==> config.mk <==
export PLATFORM = sky130hd
export DESIGN_NAME = addr_conflict_gate
export DESIGN_NICKNAME = d
export VERILOG_FILES = /design/src/rtl/addr_conflict_gate_pkg.sv /design/src/rtl/addr_conflict_gate_track_fifo.sv /design/src/rtl/addr_conflict_gate.sv
export SDC_FILE = /design/constraint.sdc
export NUM_CORES = 1
export LEC_CHECK = 0
export BUFFER_PORTS_ARGS = -buffer_cell sky130_fd_sc_hd__buf_2
export CAP_MARGIN = 25
export CORE_ASPECT_RATIO = 1.75
export CORE_MARGIN = 2
export CORE_UTILIZATION = 55
export CTS_CLUSTER_SIZE = 14
export DETAILED_ROUTE_END_ITERATION = 8
export PLACE_DENSITY = 0.81
export SYNTH_ARGS = -nofsm -noshare
export SYNTH_HDL_FRONTEND = slang
export SYNTH_SLANG_ARGS = --single-unit
==> constraint.sdc <==
create_clock -name clk_i -period 5.7 [get_ports clk_i]
set_clock_uncertainty 0.2 [all_clocks]
set_input_delay 0.285 -clock clk_i [delete_from_list [all_inputs] [get_ports clk_i]]
set_output_delay 0.285 -clock clk_i [all_outputs]
set_load 0.05 [all_outputs]
==> src/rtl/addr_conflict_gate_pkg.sv <==
// Shared types for the address-conflict admission gate: FSM state encoding and
// the saturating statistics counter type with its increment helper.
package addr_conflict_gate_pkg;

    typedef enum logic [1:0] {
        RUN   = 2'd0,
        DRAIN = 2'd1,
        CLEAR = 2'd2
    } gate_state_e;

    typedef logic [31:0] stats_cnt_t;

    localparam stats_cnt_t STATS_CNT_MAX = '1;

    // Counters hold at all-ones instead of wrapping back to zero.
    function automatic stats_cnt_t sat_inc(input stats_cnt_t v);
        return (v == STATS_CNT_MAX) ? v : v + 32'd1;
    endfunction

endpackage

==> src/rtl/addr_conflict_gate_track_fifo.sv <==
// In-order tracking FIFO for requests in flight. Push and pop may coincide;
// the parent guarantees no push when full and no pop when empty.
module addr_track_fifo
    import addr_conflict_gate_pkg::*;
#(
    parameter int unsigned DataWidth = 11,
    parameter int unsigned Depth     = 8,
    parameter int unsigned CntWidth  = $clog2(Depth + 1)
) (
    input  logic                 clk_i,
    input  logic                 rst_i,
    input  logic                 push_i,
    input  logic [DataWidth-1:0] push_data_i,
    input  logic                 pop_i,
    output logic [DataWidth-1:0] head_o,
    output logic [CntWidth-1:0]  count_o
);

    localparam int unsigned PtrWidth = $clog2(Depth);
    localparam logic [PtrWidth-1:0] LastPtr = PtrWidth'(Depth - 1);

    logic [DataWidth-1:0] mem_q [Depth];
    logic [DataWidth-1:0] mem_d [Depth];
    logic [PtrWidth-1:0]  wr_ptr_q, wr_ptr_d;
    logic [PtrWidth-1:0]  rd_ptr_q, rd_ptr_d;
    logic [CntWidth-1:0]  count_q, count_d;

    function automatic logic [PtrWidth-1:0] ptr_inc(input logic [PtrWidth-1:0] p);
        return (p == LastPtr) ? '0 : p + PtrWidth'(1);
    endfunction

    always_comb begin
        mem_d    = mem_q;
        wr_ptr_d = wr_ptr_q;
        rd_ptr_d = rd_ptr_q;
        count_d  = count_q;
        if (push_i) begin
            mem_d[wr_ptr_q] = push_data_i;
            wr_ptr_d        = ptr_inc(wr_ptr_q);
        end
        if (pop_i) begin
            rd_ptr_d = ptr_inc(rd_ptr_q);
        end
        case ({push_i, pop_i})
            2'b10:   count_d = count_q + CntWidth'(1);
            2'b01:   count_d = count_q - CntWidth'(1);
            default: count_d = count_q;
        endcase
    end

    always_ff @(posedge clk_i) begin
        if (rst_i) begin
            mem_q    <= '{default: '0};
            wr_ptr_q <= '0;
            rd_ptr_q <= '0;
            count_q  <= '0;
        end else begin
            mem_q    <= mem_d;
            wr_ptr_q <= wr_ptr_d;
            rd_ptr_q <= rd_ptr_d;
            count_q  <= count_d;
        end
    end

    assign head_o  = mem_q[rd_ptr_q];
    assign count_o = count_q;

endmodule

==> src/rtl/addr_conflict_gate.sv <==
// Admission gate in front of a counting Bloom filter: stalls possibly-conflicting
// requests, tracks them until in-order completion. Optional stats: ADDR_CONFLICT_GATE_STATS_EN.
module addr_conflict_gate
    import addr_conflict_gate_pkg::*;
#(
    parameter int unsigned DataWidth      = 11,
    parameter int unsigned MaxOutstanding = 8,
    parameter int unsigned CntWidth       = $clog2(MaxOutstanding + 1)
) (
    input  logic                 clk_i,
    input  logic                 rst_i,
    input  logic                 req_valid_i,
    output logic                 req_ready_o,
    input  logic [DataWidth-1:0] req_data_i,
    output logic                 out_valid_o,
    input  logic                 out_ready_i,
    output logic [DataWidth-1:0] out_data_o,
    input  logic                 cpl_valid_i,
    output logic                 cpl_ready_o,
    output logic [DataWidth-1:0] look_data_o,
    input  logic                 look_hit_i,
    output logic [DataWidth-1:0] incr_data_o,
    output logic                 incr_valid_o,
    output logic [DataWidth-1:0] decr_data_o,
    output logic                 decr_valid_o,
    input  logic                 filter_full_i,
    output logic                 filter_clear_o,
    input  logic                 flush_i,
    output logic                 busy_o,
    output logic [CntWidth-1:0]  outstanding_o,
    output logic [31:0]          stall_cnt_o,
    output logic [31:0]          accept_cnt_o
);

    gate_state_e          state_q, state_d;
    logic                 out_valid_q, out_valid_d;
    logic [DataWidth-1:0] out_data_q, out_data_d;
    logic [DataWidth-1:0] fifo_head;
    logic [CntWidth-1:0]  outstanding;
    logic                 accept;
    logic                 cpl_fire;
    logic                 has_room;

    addr_track_fifo #(
        .DataWidth (DataWidth),
        .Depth     (MaxOutstanding),
        .CntWidth  (CntWidth)
    ) u_track_fifo (
        .clk_i       (clk_i),
        .rst_i       (rst_i),
        .push_i      (accept),
        .push_data_i (req_data_i),
        .pop_i       (cpl_fire),
        .head_o      (fifo_head),
        .count_o     (outstanding)
    );

    // Room is judged on the registered count only, so a completion in the
    // same cycle never frees a slot for an accept when the FIFO is full.
    assign has_room    = (outstanding < CntWidth'(MaxOutstanding));
    assign req_ready_o = !rst_i && (state_q == RUN) && !look_hit_i && !filter_full_i
                         && has_room && (!out_valid_q || out_ready_i);
    assign accept      = req_valid_i && req_ready_o;

    assign cpl_ready_o = !rst_i && (outstanding != '0);
    assign cpl_fire    = cpl_valid_i && cpl_ready_o;

    assign look_data_o  = req_data_i;
    assign incr_valid_o = accept;
    assign incr_data_o  = req_data_i;
    assign decr_valid_o = cpl_fire;
    assign decr_data_o  = fifo_head;

    always_comb begin
        state_d = state_q;
        case (state_q)
            RUN:     if (flush_i) state_d = DRAIN;
            DRAIN:   if (outstanding == '0) state_d = CLEAR;
            CLEAR:   state_d = RUN;
            default: state_d = RUN;
        endcase
    end

    always_comb begin
        out_valid_d = out_valid_q;
        out_data_d  = out_data_q;
        if (accept) begin
            out_valid_d = 1'b1;
            out_data_d  = req_data_i;
        end else if (out_ready_i) begin
            out_valid_d = 1'b0;
        end
    end

    always_ff @(posedge clk_i) begin
        if (rst_i) begin
            state_q     <= RUN;
            out_valid_q <= 1'b0;
            out_data_q  <= '0;
        end else begin
            state_q     <= state_d;
            out_valid_q <= out_valid_d;
            out_data_q  <= out_data_d;
        end
    end

    assign out_valid_o    = out_valid_q;
    assign out_data_o     = out_data_q;
    assign busy_o         = (state_q != RUN);
    assign filter_clear_o = !rst_i && (state_q == CLEAR);
    assign outstanding_o  = outstanding;

`ifdef ADDR_CONFLICT_GATE_STATS_EN
    stats_cnt_t stall_cnt_q, stall_cnt_d;
    stats_cnt_t accept_cnt_q, accept_cnt_d;

    always_comb begin
        stall_cnt_d  = stall_cnt_q;
        accept_cnt_d = accept_cnt_q;
        if (req_valid_i && (state_q == RUN) && look_hit_i) begin
            stall_cnt_d = sat_inc(stall_cnt_q);
        end
        if (accept) begin
            accept_cnt_d = sat_inc(accept_cnt_q);
        end
    end

    always_ff @(posedge clk_i) begin
        if (rst_i) begin
            stall_cnt_q  <= '0;
            accept_cnt_q <= '0;
        end else begin
            stall_cnt_q  <= stall_cnt_d;
            accept_cnt_q <= accept_cnt_d;
        end
    end

    assign stall_cnt_o  = stall_cnt_q;
    assign accept_cnt_o = accept_cnt_q;
`else
    assign stall_cnt_o  = '0;
    assign accept_cnt_o = '0;
`endif

`ifndef SYNTHESIS
    // A completion with nothing tracked is dropped by the gating above, but it
    // means the downstream ordering contract was broken.
    always_ff @(posedge clk_i) begin
        if (!rst_i) begin
            assert (!(cpl_valid_i && (outstanding == '0)))
                else $error("addr_conflict_gate: completion with no request outstanding");
        end
    end
`endif

endmodule

; ---- Word level (Yosys, flattened, before mapping)
; Cells that the tools add are included.
[word_totals]
elab_cells = 68
register_bits = 112
[op_classes]
n_reduce_logical = 22
n_bitwise = 2
addsub = 4
muxes = 14
n_lt_le_gt_ge = 4
n_eq_ne = 8
[ops]
columns = operator, count
row1 = $bwmux 88, 1
row2 = $bmux 11 s3, 1
row3 = $demux 11 s3, 1
row4 = $mux 11, 3
row5 = $logic_and 1x1->1, 10
row6 = $ge 4x4->1 const B, 2
row7 = $not 3->4, 2
row8 = $pmux 4 s2, 1
row9 = $add 3x1->3 const B, 2
row10 = $eq 3x3->1 const B, 2
row11 = $mux 3, 2
row12 = $reduce_bool 2->1, 3
row13 = $add 4x1->4 const B, 1
row14 = $eq 2x1->1 const B, 2
row15 = $eq 2x2->1 const B, 2
row16 = $logic_not 1->1, 4
row17 = $logic_not 4->1, 1
row18 = $lt 4x1->1 const B, 1
row19 = $lt 4x4->1 const B, 1
row20 = $mux 2, 2
row21 = $ne 2x2->1 const B, 2
row22 = $pmux 2 s2, 1
row23 = $reduce_bool 4->1, 1
row24 = $sub 4x1->4 const B, 1
row25 = 4 further kinds, 5

; ---- Depth between registers and ports, before layout
; Gate-level depths: netlist (run 1).
[depth]
depth_word = 9
mapped_depth = 12
depth_no_buf = 9

; ---- Modules after synthesis
; From an unflattened synthesis (run 1), not the netlist that was laid out.
[unflattened]
hier_cells = 657
hier_area_um2 = 5703.0
[by_module_without_submodules]
columns = mod, instances, area_per_inst_um2, cells_per_inst
row1 = addr_track_fifo, 1, 4415.5, 509
row2 = addr_conflict_gate, 1, 1287.5, 148

; ---- Worst setup path before layout (run 1)
; OpenSTA, ideal clock, no wires.
[synth_path]
kind = reg-to-reg
start = reg u_track_fifo.count_q[3] (netlist: u_track_fifo.count_o[3])
end = reg u_track_fifo.count_q[3] (netlist: u_track_fifo.count_o[3])
path_stages_with_launch = 9
required_time_ns = 5.430
setup_time_ns = 0.070
path_slack_ns = 1.527
arrival_time_ns = 3.902
synth_period_minus_slack_ns = 4.173
cell_sequence = dfxtp_1 nor4_1 nor3b_1 ha_1 ha_1 a21oi_1 a21oi_1 or4_1 a21oi_1
[synth_rtl]
columns = item, line_no
row1 = start: declaration, addr_conflict_gate_track_fifo.sv:26  ; logic [CntWidth-1:0] count_q, count_d;
row2 = start signal: assignment, addr_conflict_gate_track_fifo.sv:61  ; count_q <= count_d;
row3 = $reduce_bool 4->1 (*), addr_conflict_gate.sv:65  ; assign cpl_ready_o = !rst_i && (outstanding != '0);
row4 = $logic_and 1x1->1 (*), addr_conflict_gate.sv:65
row5 = $logic_and 1x1->1 (*), addr_conflict_gate.sv:66  ; assign cpl_fire = cpl_valid_i && cpl_ready_o;
row6 = via decr_valid_o, addr_conflict_gate.sv:25  ; output logic decr_valid_o,
row7 = $eq 2x1->1 / $eq 2x2->1 (equally long branches), addr_conflict_gate_track_fifo.sv:44  ; case ({push_i, pop_i})
row8 = $pmux 4 s2 / $reduce_bool 2->1 (equally long branches), --
; Mark *: on every way through the listed nets, which the timed path passes. The rest lies on a longest branch.
; A chain may end at the register's enable or synchronous reset.

; ---- Worst setup path after layout (run 1)
[layout_path]
start = in rst_i
end = reg u_track_fifo.count_q[3] (netlist: u_track_fifo.count_o[3])
[layout_via]
elab_chain_cells = 9
[layout_lines]
columns = item, line_no
row1 = start: declaration, addr_conflict_gate.sv:11  ; input logic rst_i,
row2 = $logic_not 1->1, "addr_conflict_gate.sv:61, addr_conflict_gate.sv:65"
row3 = $logic_and 1x1->1 (3 in a row), addr_conflict_gate.sv:61  ; assign req_ready_o = !rst_i && (state_q == RUN) && !look_hit_i && !filter_full_i
row4 = $logic_and 1x1->1 (2 in a row), addr_conflict_gate.sv:62  ; && has_room && (!out_valid_q || out_ready_i);
row5 = $logic_and 1x1->1, addr_conflict_gate.sv:63  ; assign accept = req_valid_i && req_ready_o;
row6 = $eq 2x1->1 / $eq 2x2->1 (equally long branches), addr_conflict_gate_track_fifo.sv:44
row7 = $pmux 4 s2 / $reduce_bool 2->1 (equally long branches), --
; Several ways; a longest one is shown, not always the timed one.

==> results of run 1 <==
logic make-up (layout without fill, tap and decap cells):
family | Yosys count | in the layout | synth area share
adders and majority gates | 8 | 8 | 0.0184
other | 1 | 64 | 0.000643
muxes | 111 | 111 | 0.240
buffers and inverters | 129 | 98 | 0.144
AOI/OAI and AO/OA | 57 | 57 | 0.0506
and+or+nand+nor | 161 | 161 | 0.159
DFF | 112 | 112 | 0.384
xor gates and xnor gates | 2 | 2 | 0.00300
sequential cells by signal, indices dropped and copies added, names as in the netlist:
signal                 count
state_q                    2
u_track_fifo.wr_ptr_q      3
out_valid_o                1
out_data_o                11
u_track_fifo.mem_q        88
u_track_fifo.rd_ptr_q      3
u_track_fifo.count_o       4
worst max-delay path by stage:
| stage | slack [ps] | to | depth (start not counted) | startpoint |
|---|---|---|---|---|
| after floorplan | 1530 | u_track_fifo.count_o[3] | 8 | u_track_fifo.count_o[3] |
| after global placement | 2660 | u_track_fifo.count_o[3] | 10 | rst_i |
| after detailed placement | 2520 | u_track_fifo.count_o[3] | 10 | rst_i |
| after CTS | 2330 | u_track_fifo.count_o[3] | 11 | rst_i |
| after global routing | 2070 | u_track_fifo.count_o[3] | 11 | rst_i |
| final | 2310 | u_track_fifo.count_o[3] | 11 | rst_i |
metrics by stage:
step | utilization | power, W
final | 0.597 | 0.00170
after global routing | 0.597 | 0.00176
after CTS | 0.597 | 0.00171
after detailed placement | 0.565 | 0.00105
after global placement | 0.563 | 0.00104
after floorplan | - | 0.00105
cell usage after synthesis, drive strengths merged, types with 3 or more instances:
master | count | area share
nand3 | 26 | 0.022
mux2 | 11 | 0.021
o21ai | 23 | 0.020
dfxtp | 112 | 0.38
a21oi | 31 | 0.027
buf | 103 | 0.13
mux2i | 78 | 0.13
and3 | 5 | 0.0054
nor2 | 23 | 0.015
clkbuf | 22 | 0.014
inv | 4 | 0.0026
mux4 | 22 | 0.085
nand2 | 7 | 0.0049
nor3b | 3 | 0.0047
ha | 7 | 0.015
nor3 | 3 | 0.0034
nand2b | 80 | 0.086
cell type report:
class,instances,share of cell area
clock buffers,10,0.0388
clock inverters,6,0.0134
inverters,4,0.00244
multi-input cells,403,0.486
flip-flops and latches,112,0.364
well taps,127,0.0258
repair buffers,78,0.0691
tightest hold or removal path: stages:
cell       delay [ps]
buf_2             100
nor2_1             70
a2111oi_0          60
routing by layer:
metal | global-route usage | vias to the layer above | routed length, um
met2 | 0.411 | 151 | 6790
met4 | 0.104 | 0 | 355
met1 | 0.251 | 1978 | 4560
li1 | - | 1907 | -
met5 | 0 | - | 0
met3 | 0.0393 | 28 | 574
power by group through the flow:
stage          combinational, W  clock (W)  sequential (W)
2_1_floorplan          0.000237          0        0.000818
3_3_place_gp           0.000233          0        0.000810
3_5_place_dp           0.000236          0        0.000811
4_1_cts                0.000237   0.000682        0.000793
5_1_grt                0.000250   0.000713        0.000793
6_report               0.000237   0.000671        0.000793
what timing repair did:
action / CTS / global route
hold buffers: 1 / 0
hold endpoints to repair: 1 / 0
resized for setup: 0 / 0
==> impl_metrics.tcl, run 1 <==
set metrics [dict create \
    cts_tree "done" \
    final_layout_size_suffix_gt1_frac 0.215 \
    drt_iter0_drc 242 \
    dr_total_vias 4064 \
    rrSetupSlack_ps 2530 \
    first_pass_iters 4 \
    grt_pass1_vias 4165 \
    status "finished clean" \
    area_growth_pct 5.47 \
    grt_usage 0.228 \
    cpMaxStageDelayCell "buf_4" \
    initial_utilization 0.566 \
    die_area_um2 11500 \
    final_cell_mix "dfxtp_1, nand2b_1, mux2i_1, buf_2, conb_1" \
    yosysSeqAreaShare 0.384 \
    relSlewSlack 0.354 \
    grt_max_degree 124 \
    numCtsBuffers 9 \
    min_period_ps 3390 \
    p_sw_frac 0.280 \
    required_ps 5770 \
    die_w_um 81.9 \
    worstReg2RegStart "u_track_fifo.count_o[3]" \
    hp-class "in2reg" \
    path_clk_slew_ps 70 \
    fin_area_um2 6150 \
    async_reset_ff_frac 0 \
    timing.final.crit_share 0.595 \
    floorplan.rows 49 \
    reg2reg_depth 8 \
    drv_cap 0 \
    core_area_um2 10300 \
    comb_power_share 0.139 \
    final_cells 740 \
    worstSetupEndpointType "register" \
    multi_input_comb_area_um2 2990 \
    ir_worst_vdd_mv 0.229 \
    slew_violations 0 \
    rsz0062_at_grt "false" \
    cp_max_fo 123 \
    r2r_end "u_track_fifo.count_o[3]" \
    insertion_delay_ps 350 \
    synth_edf_count 0 \
    start_kind "input port" \
    hold_path_startpoint "flush_i" \
    pre_cts_slack_ps 2520 \
    viasPerCell 5.49 \
    postCtsSetupBuffers 0 \
    avgSynthCellArea_um2 10.0 \
    ys.flop_type "dfxtp_1" \
    p_seq_frac 0.466 \
    worstHoldPathCells 3 \
    postRouteAntennaNets 0 \
    critical-path-top-delay-family "buffers and inverters" \
    p_sw_w 0.000476 \
    cts.sink_count 112 \
    whs_ps 19.0 \
    worst_pin_slew_ps 968 \
    final_common_cell "dfxtp_1" \
    grt_antenna_before_repair 0 \
    power_frac_clock 0.395 \
    seqCellArea_um2 2240 \
    syn-cell-area_um2 5830 \
    cp_cell_sequence "dlygate4sd3_1, buf_2, buf_4, nor3_1, nand4_1, ha_1, ha_1, a21oi_1, a21oi_1, or4_1, a21oi_1" \
    io_pins 138 \
    synth-seq-cells 112 \
    cpPeakStageDelay_ps 750 \
    wl_mm 12.3 \
    nFillCells 875 \
    dp_hpwl_mm 8.71 \
    place_inst 723 \
    fin_ws_ps 2310 \
    setup_violations 0 \
    diodes 0 \
    portBuffers 73 \
    max_freq_mhz 295 \
    finalHoldViolCount 0 \
    grt_pass1_wl_mm 20.1 \
    critPathBufInv 3 \
    p_int_w 0.00122 \
    drc 0 \
    worstPathArrival_ps 3460 \
    holdPathEnd "state_q[0]" \
    crit_type "in2reg" \
    gp_congestion 0.799 \
    fin_tns_setup_ps 0 \
    synth_cell_types 40 \
    dieHeight_um 140 \
    layout.nets 635 \
    synth_cells 581 \
    critPathMostFrequentCell "a21oi_1" \
    h-tree-depth 3 \
    avgRoutedWirePerCell_um 16.6 \
    p_leak_nw 2.88 \
    grt_overflow 0 \
    powerDensity_nw_per_um2 276 \
    ys_warn_count 0 \
    dpl_cell_area_um2 5820 \
    cts_buffer_depth 2 \
    root_buffer "clkbuf_16" \
]
Power figures use the tool's default switching activity.
==> inputs of run 2 (changes only) <==
--- a/config.mk
+++ b/config.mk
@@ -9,10 +9,10 @@
 export CAP_MARGIN = 25
 export CORE_ASPECT_RATIO = 1.75
 export CORE_MARGIN = 2
-export CORE_UTILIZATION = 55
+export CORE_UTILIZATION = 49
 export CTS_CLUSTER_SIZE = 14
 export DETAILED_ROUTE_END_ITERATION = 8
-export PLACE_DENSITY = 0.81
+export PLACE_DENSITY = 0.77
 export SYNTH_ARGS = -nofsm -noshare
 export SYNTH_HDL_FRONTEND = slang
 export SYNTH_SLANG_ARGS = --single-unit
==> constraint.sdc (replaced) <==
create_clock -name clk_i -period 2.85 [get_ports clk_i]
set_clock_uncertainty 0.2 [all_clocks]
set_input_delay 0.1425 -clock clk_i [delete_from_list [all_inputs] [get_ports clk_i]]
set_output_delay 0.1425 -clock clk_i [all_outputs]
set_load 0.05 [all_outputs]
==> run 2 against run 1 <==
Effect of this change: core utilization decreased by 5.0 points; via count increased by 3.1%; non-clock buffer count is 23 higher; clock-buffer cell count increased by 1; sequential share of layout area is 0.79 points lower; critical endpoint unchanged; highest routed layer unchanged.
==> impl_metrics.tcl, run 2 (synthesis gave the netlist of run 1 again) <==
set metrics [dict create \
    status "finished clean" \
    first_pass_iters 5 \
    postCtsSetupBuffers 0 \
    root_buffer "clkbuf_16" \
    fin_ws_ps 190 \
    timing.final.crit_share 0.933 \
    cpMaxStageDelayCell "dlygate4sd3_1" \
    area_growth_pct 8.60 \
    nFillCells 990 \
    setup_violations 0 \
    grt_usage 0.201 \
    pre_cts_slack_ps 289 \
    drv_cap 0 \
    powerDensity_nw_per_um2 507 \
    rsz0062_at_grt "false" \
    grt_pass1_vias 4143 \
    hp-class "in2reg" \
    cts.sink_count 112 \
    final_layout_size_suffix_gt1_frac 0.232 \
    dp_hpwl_mm 8.89 \
    postRouteAntennaNets 0 \
    rrSetupSlack_ps 250 \
    grt_antenna_before_repair 0 \
    cp_cell_sequence "dlygate4sd3_1, buf_2, nor3_1, nand4_1, ha_2, ha_1, a21oi_1, a21oi_1, or4_1, a21oi_1" \
    final_cell_mix "dfxtp_1, nand2b_1, mux2i_1, buf_2, conb_1" \
    p_leak_nw 2.95 \
    critPathMostFrequentCell "a21oi_1" \
    min_period_ps 2660 \
    initial_utilization 0.504 \
    max_freq_mhz 376 \
    start_kind "input port" \
    dr_total_vias 4192 \
    worstHoldPathCells 4 \
    path_clk_slew_ps 70 \
    grt_overflow 0 \
    worstReg2RegStart "state_q[0]" \
    hold_path_startpoint "out_ready_i" \
    grt_pass1_wl_mm 20.2 \
    holdPathEnd "out_valid_o" \
    layout.nets 658 \
    whs_ps 53.1 \
    numCtsBuffers 9 \
    slew_violations 0 \
    largest-register "u_track_fifo.mem_q" \
    reg2reg_depth 8 \
    r2r_end "u_track_fifo.count_o[3]" \
    cpPeakStageDelay_ps 550 \
    cts_resized 0 \
    insertion_delay_ps 350 \
    finalHoldViolCount 0 \
    cp_max_fo 4 \
    wl_mm 12.8 \
    final_common_cell "dfxtp_1" \
    gp_congestion 0.815 \
    h-tree-depth 3 \
    power_w 0.00322 \
    worstSetupEndpointType "register" \
    fin_tns_setup_ps 0 \
    cts_buffer_depth 2 \
    relSlewSlack 0.511 \
    die_w_um 86.5 \
    viasPerCell 5.45 \
    worst_pin_slew_ps 733 \
    ir_worst_vdd_mv 0.401 \
    critPathBufInv 2 \
    cts_tree "done" \
    core_area_um2 11600 \
    diodes 0 \
    drt_iter0_drc 235 \
    floorplan.rows 52 \
    drc 0 \
    grt_max_degree 94 \
    avgRoutedWirePerCell_um 16.7 \
    die_area_um2 12800 \
    portBuffers 73 \
    largest_reg_flops 88 \
    critical-path-top-delay-family "simple AND/OR/NAND/NOR gates" \
    io_pins 138 \
    dieHeight_um 148 \
    worstPathArrival_ps 2740 \
    required_ps 2930 \
    crit_type "in2reg" \
]
[run 2: cell type report]
| cell class | count | area [um2] | share of cell area |
|---|---|---|---|
| multi-input cells | 403 | 3020 | 0.477 |
| flip-flops and latches | 112 | 2260 | 0.356 |
| repair buffers | 101 | 621 | 0.0979 |
| clock buffers | 11 | 233 | 0.0367 |
| well taps | 135 | 169 | 0.0267 |
| clock inverters | 3 | 21.3 | 0.00336 |
| inverters | 4 | 15.0 | 0.00237 |
[run 2: through the flow]
| step | util | instances | area [um2] |
|---|---|---|---|
| floorplan | - | 644 | 6120 |
| global placement | 0.514 | 742 | 5950 |
| global route | 0.547 | 769 | 6340 |
| CTS | 0.547 | 769 | 6340 |
| detailed placement | 0.514 | 742 | 5950 |
| finish | 0.547 | 769 | 6340 |
[run 2: worst max path at each step]
stage / start / slack (ps) / cells after the start / endpoint
floorplan: u_track_fifo.count_o[3] / 4 / 8 / u_track_fifo.count_o[3]
global placement: u_track_fifo.count_o[3] / 390 / 8 / u_track_fifo.count_o[3]
detailed placement: u_track_fifo.count_o[3] / 290 / 8 / u_track_fifo.count_o[3]
CTS: rst_i / 230 / 10 / u_track_fifo.count_o[3]
global route: rst_i / 20 / 10 / u_track_fifo.count_o[3]
finish: rst_i / 190 / 10 / u_track_fifo.count_o[3]
[run 2: metal layers]
metal,vias to the layer above,wire [um],global-route usage
met3,36,645,0.0305
met5,-,0,0
met1,2017,4870,0.221
met2,193,6780,0.360
met4,0,510,0.109
li1,1946,-,-
[run 2: report_power, final]
| part | internal [W] | leakage (nW) | switching (W) | total [W] |
|---|---|---|---|---|
| Sequential | 0.00157 | 0.906 | 0.0000110 | 0.00158 |
| Clock | 0.000584 | 0.121 | 0.000550 | 0.00113 |
| Combinational | 0.000102 | 1.92 | 0.000396 | 0.000498 |
| Total | 0.00226 | 2.95 | 0.000956 | 0.00322 |
[run 2: timing repair]
action,CTS,global route
hold buffers,13,0
endpoints found under the setup margin,0,0
endpoints found under the hold margin,35,0
[run 2: worst min-delay path, delay by kind of cell]
family / cells / cell delay [ps]
simple gates: 1 / 130
buf+inv: 2 / 220
compound gates: 1 / 60
==> inputs of run 3 (changes only) <==
--- a/config.mk
+++ b/config.mk
@@ -8,10 +8,10 @@
 export BUFFER_PORTS_ARGS = -buffer_cell sky130_fd_sc_hd__buf_2
 export CAP_MARGIN = 25
 export CORE_ASPECT_RATIO = 1.75
-export CORE_MARGIN = 2
 export CORE_UTILIZATION = 49
 export CTS_CLUSTER_SIZE = 14
 export DETAILED_ROUTE_END_ITERATION = 8
+export HOLD_SLACK_MARGIN = 0.15
 export PLACE_DENSITY = 0.77
 export SYNTH_ARGS = -nofsm -noshare
 export SYNTH_HDL_FRONTEND = slang
==> run 3 against run 2 <==
Effect of this change: worst hold slack improved by 170 ps; sequential power about the same; first-iteration DRC count decreased by 3.4%; cell area increased by 0.67%; die area decreased by 3.6%; non-clock buffer count unchanged; highest routed layer unchanged; clock-buffer cell count unchanged; via count decreased by 1.8%; the run now ends with design-rule violations left; routed wire length decreased by 4.9%.
==> impl_metrics.tcl, run 3 (synthesis gave the netlist of run 1 again) <==
set metrics [dict create \
    cts_resized 0 \
    cp_max_fo 8 \
    relSlewSlack 0.361 \
    worst_pin_slew_ps 958 \
    die_area_um2 12400 \
    status "finished with violations" \
    grt_overflow 0 \
    postRouteAntennaNets 0 \
    grt_pass1_wl_mm 19.8 \
    final_common_cell "dfxtp_1" \
    io_pins 138 \
    grt_antenna_before_repair 0 \
    root_buffer "clkbuf_16" \
    crit_type "in2reg" \
    powerDensity_nw_per_um2 528 \
    final_cells 771 \
    seqCellArea_um2 2260 \
    layout.nets 658 \
    required_ps 2920 \
    h-tree-depth 3 \
    drt_iter0_drc 227 \
    p_leak_nw 2.98 \
    final_cell_mix "dfxtp_1, nand2b_1, mux2i_1, buf_2, conb_1" \
    gp_congestion 0.886 \
    cts_buffer_depth 2 \
    grt_max_degree 121 \
    nFillCells 972 \
    cts_tree "done" \
    place_inst 740 \
    core_area_um2 11600 \
    start_kind "input port" \
    critical-path-top-delay-family "simple AND/OR/NAND/NOR gates" \
    cp_cell_sequence "dlygate4sd3_1, buf_2, nor3_1, nand4_1, ha_2, ha_1, a21oi_1, a21oi_1, or4_1, a21oi_1" \
    dp_hpwl_mm 8.49 \
    grt_pass1_vias 3910 \
    worstPathArrival_ps 2740 \
    portBuffers 73 \
    hp-class "in2reg" \
    setup_violations 0 \
    cpPeakStageDelay_ps 540 \
    ir_worst_vdd_mv 0.463 \
    dr_total_vias 4117 \
    numCtsBuffers 9 \
    rsz0062_at_grt "false" \
    largest-register "u_track_fifo.mem_q" \
    largest_reg_flops 88 \
    insertion_delay_ps 340 \
    drc 14 \
    final_layout_size_suffix_gt1_frac 0.233 \
    first_pass_iters 8 \
    path_clk_slew_ps 70 \
    viasPerCell 5.34 \
    floorplan.rows 52 \
    max_freq_mhz 375 \
    drv_cap 0 \
    min_period_ps 2670 \
    postLayoutCoreUtil 0.551 \
    worstSetupEndpointType "register" \
    finalHoldViolCount 0 \
    grt_usage 0.203 \
    cpMaxStageDelayCell "dlygate4sd3_1" \
    timing.final.crit_share 0.937 \
    diodes 0 \
    die_w_um 84.5 \
    fin_tns_setup_ps 0 \
    slew_violations 0 \
    violations "design-rule violations" \
    multi_input_comb_area_um2 3020 \
    initial_utilization 0.504 \
    dieHeight_um 146 \
    cts.sink_count 112 \
    wl_mm 12.2 \
    avgRoutedWirePerCell_um 15.8 \
    critPathMostFrequentCell "a21oi_1" \
    critPathBufInv 2 \
    area_growth_pct 9.33 \
]
## run 3: per-stage QoR
stage | hold slack [ps] | worst slack (ps) | instance area, um2 | total power (W)
finish | 228 | 180 | 6380 | 0.00337
global route | 271 | 54.6 | 6380 | 0.00348
CTS | 215 | 213 | 6380 | 0.00339
global placement | 221 | 393 | 5920 | 0.00209
detailed placement | 244 | 239 | 5920 | 0.00210
floorplan | 86.4 | 4.09 | 6120 | 0.00211
## run 3: tightest hold or removal path, stage by stage
cell and delay (ps):
buf_2 120, nand4_1 100, ha_2 230, a21oi_1 80, nor2_1 70
## run 3: layer usage
metal  track usage  part of all wire  vias up
met5             0                 0        -
met4        0.0941             0.027        0
met3        0.0362             0.042       20
met2         0.348              0.53      165
met1         0.243              0.40     1981
li1              -                 -     1951
## run 3: path summary, 6_finish.rpt
kind,startpoint,endpoint,slack (ps),cells after the start
min,req_valid_i,u_track_fifo.count_o[2],230,5
min reg2reg,u_track_fifo.mem_q[73],u_track_fifo.mem_q[73],280,2
max reg2reg,u_track_fifo.count_o[3],u_track_fifo.count_o[3],210,8
max,rst_i,u_track_fifo.count_o[3],180,10
## run 3: power breakdown
part           total, W  switching (W)  internal [W]
logic          0.000493       0.000392      0.000101
registers       0.00158      0.0000104       0.00157
clock network   0.00129       0.000578      0.000715
total           0.00337       0.000980       0.00239
## run 3: repair_timing
item,CTS,global route
endpoints found under the hold margin,109,0
buffers inserted,0,0
hold buffers,15,0
## run 3: cell type report
cell class / instances / area share
clock buffer: 11 / 0.0381
clock inverter: 5 / 0.00961
inverter: 4 / 0.00235
multi-input combinational: 403 / 0.473
sequential: 112 / 0.354
tap: 135 / 0.0265
timing repair buffer: 101 / 0.0961
